## src/rtl/sd_pkg.sv

```systemverilog
// rtl/sd_pkg.sv - shared encodings and constants for the SD data-line sequencer
package sd_pkg;

  // Sequencer states for d_ctrl
  typedef enum logic [2:0] {
    ST_IDLE  = 3'd0,
    ST_ARM   = 3'd1,
    ST_RCV   = 3'd2,
    ST_PROC  = 3'd3,
    ST_SEND  = 3'd4,
    ST_BUSYW = 3'd5,
    ST_FIN   = 3'd6,
    ST_ABORT = 3'd7
  } d_state_e;

  // Abort reasons reported on oerr_code
  localparam logic [1:0] ERR_NONE    = 2'd0;
  localparam logic [1:0] ERR_CRC     = 2'd1;
  localparam logic [1:0] ERR_RCV_TO  = 2'd2;
  localparam logic [1:0] ERR_BUSY_TO = 2'd3;

  // Consecutive high samples of D0 needed before the card counts as released
  localparam int D0_RELEASE_LEN = 2;

  function automatic int max_int(input int a, input int b);
    return (a > b) ? a : b;
  endfunction

endpackage

```

## src/rtl/sd_watchdog.sv

```systemverilog
// rtl/sd_watchdog.sv - saturating cycle counter with clear, enable and limit compare
module sd_watchdog #(
  parameter int WIDTH = 20
) (
  input  logic             iclk,
  input  logic             irst_n,
  input  logic             iclr,
  input  logic             ien,
  input  logic [WIDTH-1:0] ilimit,
  output logic             ohit
);

  logic [WIDTH-1:0] r_count;

  // Count enabled cycles, hold at all-ones instead of wrapping; clear wins
  always_ff @(posedge iclk or negedge irst_n) begin
    if (!irst_n) begin
      r_count <= '0;
    end else if (iclr) begin
      r_count <= '0;
    end else if (ien && (r_count != '1)) begin
      r_count <= r_count + WIDTH'(1);
    end
  end

  assign ohit = (r_count == ilimit);

endmodule

```

## src/rtl/d_ctrl.sv

```systemverilog
// rtl/d_ctrl.sv - multi-block data transaction sequencer for SD D-line driver and cipher engine
module d_ctrl
  import sd_pkg::*;
#(
  parameter int RAM_BLOCKS   = 8,
  parameter int BUSY_TIMEOUT = 65535,
  parameter int RCV_TIMEOUT  = 1048575
) (
  input  logic                          iclk,
  input  logic                          irst_n,
  input  logic                          istart,
  output logic                          odrv_start,
  output logic                          odrv_rst,
  input  logic                          idrv_read_done,
  input  logic                          idrv_write_done,
  input  logic                          idrv_check_status,
  input  logic                          id0,
  output logic                          oproc_start,
  input  logic                          iproc_done,
  output logic [$clog2(RAM_BLOCKS)-1:0] oblock,
  output logic                          obusy,
  output logic                          odone,
  output logic                          oerr,
  output logic [1:0]                    oerr_code
);

  localparam int BW    = $clog2(RAM_BLOCKS);
  localparam int WD_W  = $clog2(max_int(RCV_TIMEOUT, BUSY_TIMEOUT) + 1);
  localparam int FLT_W = $clog2(D0_RELEASE_LEN);

  localparam logic [WD_W-1:0]  RCV_LIM  = WD_W'(RCV_TIMEOUT);
  localparam logic [WD_W-1:0]  BUSY_LIM = WD_W'(BUSY_TIMEOUT);
  localparam logic [BW-1:0]    LAST_BLK = BW'(RAM_BLOCKS - 1);
  localparam logic [FLT_W-1:0] FLT_LAST = FLT_W'(D0_RELEASE_LEN - 1);

  d_state_e         r_state;
  d_state_e         w_next;
  logic [FLT_W-1:0] r_d0_cnt;
  logic             r_odrv_start, r_odrv_rst, r_oproc_start, r_obusy, r_odone, r_oerr;
  logic [BW-1:0]    r_oblock;
  logic [1:0]       r_oerr_code;

  logic             w_drv_start, w_proc_start, w_done, w_abort;
  logic [BW-1:0]    w_blk;
  logic [1:0]       w_code;
  logic             w_release;
  logic             w_wd_hit;
  logic [WD_W-1:0]  w_wd_limit;

  // One watchdog serves both timed states, so its limit follows the state
  assign w_wd_limit = (r_state == ST_BUSYW) ? BUSY_LIM : RCV_LIM;

  sd_watchdog #(.WIDTH(WD_W)) u_wd (
    .iclk   (iclk),
    .irst_n (irst_n),
    .iclr   (r_state != w_next),
    .ien    ((r_state == ST_RCV) || (r_state == ST_BUSYW)),
    .ilimit (w_wd_limit),
    .ohit   (w_wd_hit)
  );

  // Card is released on the Nth consecutive high sample of D0 while waiting in busy
  assign w_release = (r_state == ST_BUSYW) && id0 && (r_d0_cnt == FLT_LAST);

  // D0 release filter: counts consecutive highs in BUSYW, cleared by any low
  always_ff @(posedge iclk or negedge irst_n) begin
    if (!irst_n) begin
      r_d0_cnt <= '0;
    end else if ((r_state != ST_BUSYW) || !id0) begin
      r_d0_cnt <= '0;
    end else if (r_d0_cnt != FLT_LAST) begin
      r_d0_cnt <= r_d0_cnt + FLT_W'(1);
    end
  end

  // State register
  always_ff @(posedge iclk or negedge irst_n) begin
    if (!irst_n) begin
      r_state <= ST_IDLE;
    end else begin
      r_state <= w_next;
    end
  end

  // Next state and the strobes that accompany each transition
  always_comb begin
    w_next       = r_state;
    w_drv_start  = 1'b0;
    w_proc_start = 1'b0;
    w_done       = 1'b0;
    w_abort      = 1'b0;
    w_code       = r_oerr_code;
    w_blk        = r_oblock;
    case (r_state)
      ST_IDLE: begin
        if (istart) begin
          w_next      = ST_ARM;
          w_drv_start = 1'b1;
          w_code      = ERR_NONE;
          w_blk       = '0;
        end
      end
      ST_ARM: w_next = ST_RCV;
      ST_RCV: begin
        if (idrv_read_done) begin
          w_next       = ST_PROC;
          w_proc_start = 1'b1;
        end else if (idrv_write_done) begin
          w_next  = ST_ABORT;
          w_abort = 1'b1;
          w_code  = ERR_CRC;
        end else if (w_wd_hit) begin
          w_next  = ST_ABORT;
          w_abort = 1'b1;
          w_code  = ERR_RCV_TO;
        end
      end
      ST_PROC: begin
        if (iproc_done) begin
          w_next      = ST_SEND;
          w_drv_start = 1'b1;
        end
      end
      ST_SEND: begin
        if (idrv_check_status) w_next = ST_BUSYW;
      end
      ST_BUSYW: begin
        if (w_release) begin
          w_drv_start = 1'b1;
          if (r_oblock == LAST_BLK) begin
            w_next = ST_FIN;
          end else begin
            w_next = ST_SEND;
            w_blk  = r_oblock + BW'(1);
          end
        end else if (w_wd_hit) begin
          w_next  = ST_ABORT;
          w_abort = 1'b1;
          w_code  = ERR_BUSY_TO;
        end
      end
      ST_FIN: begin
        if (idrv_write_done) begin
          w_next = ST_IDLE;
          w_done = 1'b1;
        end
      end
      ST_ABORT: w_next = ST_IDLE;
      default:  w_next = ST_IDLE;
    endcase
  end

  // Output registers: pulses land in the cycle after their transition
  always_ff @(posedge iclk or negedge irst_n) begin
    if (!irst_n) begin
      r_odrv_start  <= 1'b0;
      r_odrv_rst    <= 1'b0;
      r_oproc_start <= 1'b0;
      r_obusy       <= 1'b0;
      r_odone       <= 1'b0;
      r_oerr        <= 1'b0;
      r_oblock      <= '0;
      r_oerr_code   <= ERR_NONE;
    end else begin
      r_odrv_start  <= w_drv_start;
      r_odrv_rst    <= w_abort;
      r_oproc_start <= w_proc_start;
      r_obusy       <= (w_next != ST_IDLE);
      r_odone       <= w_done;
      r_oerr        <= w_abort;
      r_oblock      <= w_blk;
      r_oerr_code   <= w_code;
    end
  end

  assign odrv_start  = r_odrv_start;
  assign odrv_rst    = r_odrv_rst;
  assign oproc_start = r_oproc_start;
  assign obusy       = r_obusy;
  assign odone       = r_odone;
  assign oerr        = r_oerr;
  assign oblock      = r_oblock;
  assign oerr_code   = r_oerr_code;

endmodule

```

## config.mk

```make
export PLATFORM = sky130hd
export DESIGN_NAME = d_ctrl
export DESIGN_NICKNAME = d
export VERILOG_FILES = /design/src/rtl/sd_pkg.sv /design/src/rtl/sd_watchdog.sv /design/src/rtl/d_ctrl.sv
export SDC_FILE = /design/constraint.sdc
export NUM_CORES = 1
export LEC_CHECK = 0
export ABC_CLOCK_PERIOD_IN_PS = 2500
export CAP_MARGIN = 40
export CELL_PAD_IN_SITES_DETAIL_PLACEMENT = 1
export CELL_PAD_IN_SITES_GLOBAL_PLACEMENT = 2
export CORE_UTILIZATION = 35
export DETAILED_ROUTE_END_ITERATION = 12
export MAX_ROUTING_LAYER = met4
export PLACE_DENSITY_LB_ADDON = 0.1
export SLEW_MARGIN = 10
export SYNTH_ARGS = -nofsm -noshare
export SYNTH_HDL_FRONTEND = slang
export SYNTH_SLANG_ARGS = --single-unit
```

## constraint.sdc

```tcl
create_clock -name iclk -period 2.5 [get_ports iclk]
set_clock_uncertainty 0.05 [all_clocks]
set_input_delay 0.375 -clock iclk [delete_from_list [all_inputs] [get_ports iclk]]
set_output_delay 0.375 -clock iclk [all_outputs]
set_load 0.1 [all_outputs]
```

==> results of run 1 <==
[critical path, stage by stage, from the launching register on]
cell	delay (ns)
dfrtp_1	0.43
ha_1	0.29
nand4_1	0.26
nor4_4	0.34
a21oi_1	0.17
o221ai_2	0.16
buf_4	0.29
nor2_1	0.09
[worst max path at each step]
stage,to,slack [ns],startpoint
5_1_grt,u_wd.r_count[6]$_DFFE_PN0P_,0.11,u_wd.r_count[0]$_DFFE_PN0P_
2_1_floorplan,oblock[0]$_DFFE_PN0P_,0.28,oblock[0]$_DFFE_PN0P_
3_3_place_gp,u_wd.r_count[1]$_DFFE_PN0P_,0.34,id0
3_5_place_dp,u_wd.r_count[6]$_DFFE_PN0P_,0.25,u_wd.r_count[0]$_DFFE_PN0P_
6_report,u_wd.r_count[6]$_DFFE_PN0P_,0.30,u_wd.r_count[0]$_DFFE_PN0P_
4_1_cts,u_wd.r_count[6]$_DFFE_PN0P_,0.22,u_wd.r_count[0]$_DFFE_PN0P_
[cells in the final DEF (no fill, tap or decap), types with 5 or more instances in the layout]
cell type and instances:
xnor2_1 6, xor2_1 8, a21oi_1 15, or3_1 5
clkdlybuf4s50_1 7, clkbuf_8 8, dfrtp_1 34, o21ai_0 11
inv_1 6, buf_4 20, nor2_1 21, nand2_1 20
nand4_1 8, nand3_1 13
[power groups by stage]
| stage | Combinational, W | Sequential, W | Clock [W] |
|---|---|---|---|
| detailed placement | 0.000974 | 0.000690 | 0 |
| floorplan | 0.000552 | 0.000877 | 0 |
| global route | 0.00106 | 0.000689 | 0.000521 |
| CTS | 0.000978 | 0.000680 | 0.000501 |
| global placement | 0.000968 | 0.000688 | 0 |
| finish | 0.000981 | 0.000680 | 0.000487 |
[kinds of logic after synthesis]
logic type                 count (synthesis)  synth area share [%]
and+or+nand+nor                          101                  28.6
AOI/OAI and AO/OA                         48                  15.7
DFF                                       34                  42.2
buffers and inverters                     17                  4.60
xor gates and xnor gates                  14                  6.09
adders and majority gates                  3                  1.86
muxes                                      2                 0.994
[Yosys cell counts, types with 2 or more instances]
cell type and instances:
a2111oi_0 2, a211oi_1 2, a21o_1 2, a21oi_1 15, a22o_1 2, a31oi_1 2
and2_1 2, and3_1 3, and4_1 2, buf_2 2, buf_4 3, buf_6 2
clkbuf_1 3, dfrtp_1 34, ha_1 3, inv_1 6, mux2i_1 2, nand2_1 20
nand2b_1 2, nand3_1 13, nand3b_1 2, nand4_1 8, nor2_1 21, nor2b_1 2
nor3b_1 2, nor4_1 4, o21ai_0 11, o31ai_1 3, or3_1 5, or4_1 4
xnor2_1 6, xor2_1 8
[per-stage QoR]
stage	util, %	setup slack (ns)	instance area, µm²	hold WS [ns]	total power (W)
finish	42.7	0.300	2360	0.458	0.00215
floorplan	-	0.282	2010	0.0294	0.00143
detailed placement	40.7	0.249	2250	0.474	0.00166
global route	42.7	0.105	2360	0.492	0.00227
CTS	42.7	0.217	2360	0.475	0.00216
global placement	40.7	0.342	2250	0.467	0.00166
[registers in the layout, summed over array words and instances, names as in the netlist]
signal and flops:
oproc_start 1, oerr 1, oblock 3, oerr_code 2
u_wd.r_count 20, odrv_start 1, r_state 3, obusy 1
r_d0_cnt 1, odone 1
[timing repair]
action / 4_1_cts / 5_1_grt
gates resized for setup: 0 / 0
hold buffers: 0 / 0
endpoints found under the setup margin: 0 / 6
[layout make-up]
| class | count | area, µm² |
|---|---|---|
| fillers | 667 | 3180 |
| multi-input cells | 168 | 1070 |
| flip-flops and latches | 34 | 851 |
| repair buffers | 27 | 220 |
| clock buffers | 8 | 110 |
| well taps | 72 | 90.1 |
| inverters | 6 | 22.5 |
[layer usage]
layer / share of wire, % / track usage [%] / vias up
met2: 44 / 30.4 / 24
met1: 52 / 29.6 / 875
met4: 1.6 / 6.79 / 0
met3: 2.5 / 3.88 / 9
met5: 0 / - / -
li1: - / - / 846
==> impl_metrics.json, run 1 <==
{
  "yosysSeqAreaShare_pct": 42.2,
  "max-cap-violations": 0,
  "yosysTopAreaCellShare_pct": 42.2,
  "cts_tree": "done",
  "required_ns": 2.62,
  "net-switching-power_w": 0.000972,
  "n_antenna_cell": 0,
  "grt_max_degree": 35,
  "cts_htree_levels": 2,
  "critical_path.max_fanout": 20,
  "rr_startpoint": "u_wd.r_count[0]$_DFFE_PN0P_",
  "fin_crit_ns": 2.20,
  "via_per_inst": 5.57,
  "synth_top_cells_by_area": "dfrtp_1 (42%), nor2_1 (3.9%), a21oi_1 (3.7%)",
  "pin_count": 19,
  "globalRouteOverflowTotal": 0,
  "cts.sink_count": 34,
  "async_reset_ff_share_pct": 100,
  "grt_first_pass_wirelength_um": 9510,
  "clk_path_buf_depth": 2,
  "synth_area_per_cell_um2": 9.20,
  "antenna_found_initial": 0,
  "clock_latency_ns": 0.29,
  "cts_root_buf": "clkbuf_8",
  "timing.fmax_mhz": 455,
  "switching_share_pct": 45.2,
  "post_drt_wl_per_cell_um": 17.7,
  "ys_seq_elements": 34,
  "synth_cells": 219,
  "postRouteAntennaNets": 0,
  "post-dp-hpwl_um": 4100,
  "synth_edf_count": 0,
  "crit_type": "reg2reg",
  "grt_pass1_vias": 1800,
  "syn2layout_area_growth_pct": 17.4,
  "finalSetupViolCount": 0,
  "ys.flop_type": "dfrtp_1",
  "synth_cell_types": 53,
  "netlist_area_um2": 2010,
  "leakagePower_nw": 1.00,
  "cts_setup_buffers": 0,
  "rsz0062_at_grt": "no",
  "hp-class": "in2async",
  "worstMarginPinSlew_ns": 0.680,
  "r2r_end": "u_wd.r_count[6]$_DFFE_PN0P_",
  "grt_usage_pct": 21.0,
  "first_pass_iters": 4,
  "cp-end-kind": "register",
  "slew_viol_final": 0,
  "ff2ff_setup_slack_ns": 0.30,
  "wirelength_um": 5570,
  "relSlewSlack_pct": 53.5,
  "clkTransAtPathRegs_ns": 0.07,
  "cp-start-kind": "register",
  "nets": 253,
  "numCtsBuffers": 5,
  "vias": 1754,
  "rows": 27,
  "cp.arrival_ns": 2.32,
  "gp_congestion": 0.846,
  "detailedRoute.firstIterationViolations": 86,
  "dp.cells": 307,
  "instances_no_fill": 315,
  "clock_power_share_pct": 22.7,
  "die_y_um": 77.9,
  "dieArea_um2": 6060,
  "ys_warn_count": 0,
  "fin_setup_tns_ns": 0,
  "synth_top_cell_by_area": "dfrtp_1",
  "coreArea_um2": 5540,
  "start_util_pct": 36.4,
  "synth_fp_nets": 230,
  "p_comb_share_pct": 45.7,
  "period_share_pct": 88.0,
  "die_w_um": 77.9,
  "drc": 0,
  "rr_worst_depth": 7,
  "drive_gt1_share_pct": 16.0,
  "finalHoldViolations": 0,
  "p_int_w": 0.00118,
  "vdd_drop_max_v": 0.000535,
  "io_buffers": 18,
  "pwr-share-seq_pct": 31.7,
  "status": "complete, no violations",
  "p_per_area_nw_per_um2": 908
}
Power figures use the tool's default switching activity.
==> run 2, diff against run 1 <==
--- a/config.mk
+++ b/config.mk
@@ -9,8 +9,9 @@
 export CAP_MARGIN = 40
 export CELL_PAD_IN_SITES_DETAIL_PLACEMENT = 1
 export CELL_PAD_IN_SITES_GLOBAL_PLACEMENT = 2
-export CORE_UTILIZATION = 35
+export CORE_UTILIZATION = 39
 export DETAILED_ROUTE_END_ITERATION = 12
+export DONT_BUFFER_PORTS = 1
 export MAX_ROUTING_LAYER = met4
 export PLACE_DENSITY_LB_ADDON = 0.1
 export SLEW_MARGIN = 10
==> impl_metrics.json, run 2 (synthesis results as in run 1) <==
{
  "status": "complete, no violations",
  "slew_viol_final": 0,
  "gp_congestion": 0.828,
  "fin_setup_tns_ns": 0,
  "power.total_w": 0.00205,
  "drc": 0,
  "rows": 25,
  "syn2layout_area_growth_pct": 14.2,
  "cts_root_buf": "clkbuf_8",
  "nets": 243,
  "clock_latency_ns": 0.29,
  "post-dp-hpwl_um": 3860,
  "cts_htree_levels": 2,
  "dieArea_um2": 5460,
  "cts_tree": "done",
  "vdd_drop_max_v": 0.000357,
  "required_ns": 2.62,
  "top_register": "u_wd.r_count",
  "rsz0062_at_grt": "no",
  "period_share_pct": 89.0,
  "final_cell_mix": "dfrtp_1 (33), nor2_1 (21), nand2_1 (20), a21oi_1 (15), nand3_1 (13)",
  "p_per_area_nw_per_um2": 890,
  "die_w_um": 73.9,
  "numCtsBuffers": 5,
  "postRouteAntennaNets": 0,
  "fillers": 553,
  "cp-start-kind": "register",
  "finalHoldViolations": 0,
  "finalSetupViolCount": 0,
  "first_pass_iters": 5,
  "pin_count": 19,
  "cp.arrival_ns": 2.34,
  "n_antenna_cell": 0,
  "io_buffers": 0,
  "grt_first_pass_wirelength_um": 8950,
  "relSlewSlack_pct": 42.3,
  "coreArea_um2": 4850,
  "fin_crit_ns": 2.23,
  "antenna_found_initial": 0,
  "timing.fmax_mhz": 449,
  "drive_gt1_share_pct": 13.7,
  "start_util_pct": 41.5,
  "clk_path_buf_depth": 2,
  "vias": 1726,
  "cts.sink_count": 34,
  "wirelength_um": 5140,
  "globalRouteOverflowTotal": 0,
  "critical_path.max_fanout": 9,
  "grt_max_degree": 35,
  "grt_pass1_vias": 1761,
  "worstMarginPinSlew_ns": 0.867,
  "detailedRoute.firstIterationViolations": 79,
  "largest_reg_flops": 20,
  "crit_type": "reg2reg",
  "die_y_um": 73.9,
  "hp-class": "in2reg",
  "leakagePower_nw": 0.955,
  "final_common_cell": "dfrtp_1",
  "via_per_inst": 5.75,
  "cp-end-kind": "register",
  "post_drt_wl_per_cell_um": 17.1,
  "grt_usage_pct": 22.7,
  "clkTransAtPathRegs_ns": 0.07,
  "max-cap-violations": 0
}
[run 2: worst paths after layout]
kind	cells past startpoint	slack, ns	start	to
worst max-delay path	8	0.27	u_wd.r_count[0]$_DFFE_PN0P_	obusy$_DFF_PN0_
worst min-delay path	1	0.16	id0	r_d0_cnt$_DFF_PN0_
worst max register to register	8	0.27	u_wd.r_count[0]$_DFFE_PN0P_	obusy$_DFF_PN0_
worst min register to register	2	0.53	u_wd.r_count[9]$_DFFE_PN0P_	u_wd.r_count[9]$_DFFE_PN0P_
max in group asynchronous	2	1.72	irst_n	u_wd.r_count[0]$_DFFE_PN0P_
min in group asynchronous	2	0.48	irst_n	obusy$_DFF_PN0_
[run 2: power by group]
group | switching [W] | internal (W) | leakage, nW
sequential | 0.000210 | 0.000611 | 0.460
combinational | 0.000549 | 0.000289 | 0.456
clock | 0.000191 | 0.000198 | 0.0395
[run 2: worst max-delay path, cell delays in order (launching register included)]
cell	delay, ns
dfrtp_1	0.42
ha_1	0.28
nand4_1	0.24
nor4_4	0.05
buf_4	0.17
buf_4	0.14
a21oi_1	0.20
o221ai_1	0.18
or3b_1	0.38
[run 2: layout make-up]
cell class	instances	area, µm²	share of cell area [%]
flip-flops and latches	34	852	37.0
clock buffers	8	80.1	3.48
inverters	6	22.5	0.979
repair buffers	17	191	8.32
well taps	67	83.8	3.64
multi-input cells	168	1070	46.5
[run 2: what timing repair did]
| item | 4_1_cts | 5_1_grt |
|---|---|---|
| hold buffers | 2 | 0 |
| buffers inserted | 0 | 2 |
| resized for setup | 0 | 0 |
| endpoints found under the setup margin | 0 | 20 |
| hold endpoints to repair | 34 | 0 |
[run 2: stage by stage]
step	setup WS (ns)	hold WS, ns	instance area, µm²	cells	util, %
2_1_floorplan	0.282	0.0294	2010	219	-
3_3_place_gp	0.258	0.0301	2120	285	43.7
3_5_place_dp	0.101	0.0302	2150	287	44.3
4_1_cts	0.0859	0.158	2260	297	46.6
5_1_grt	0.109	0.156	2300	300	47.5
6_report	0.274	0.163	2300	300	47.5
[run 2: metal layers]
layer,vias up,GRT usage [%],routed length [µm]
met5,-,-,0
met4,0,7.69,69
met3,7,4.94,181
met2,33,31.7,2270
met1,861,32.3,2620
li1,825,-,-
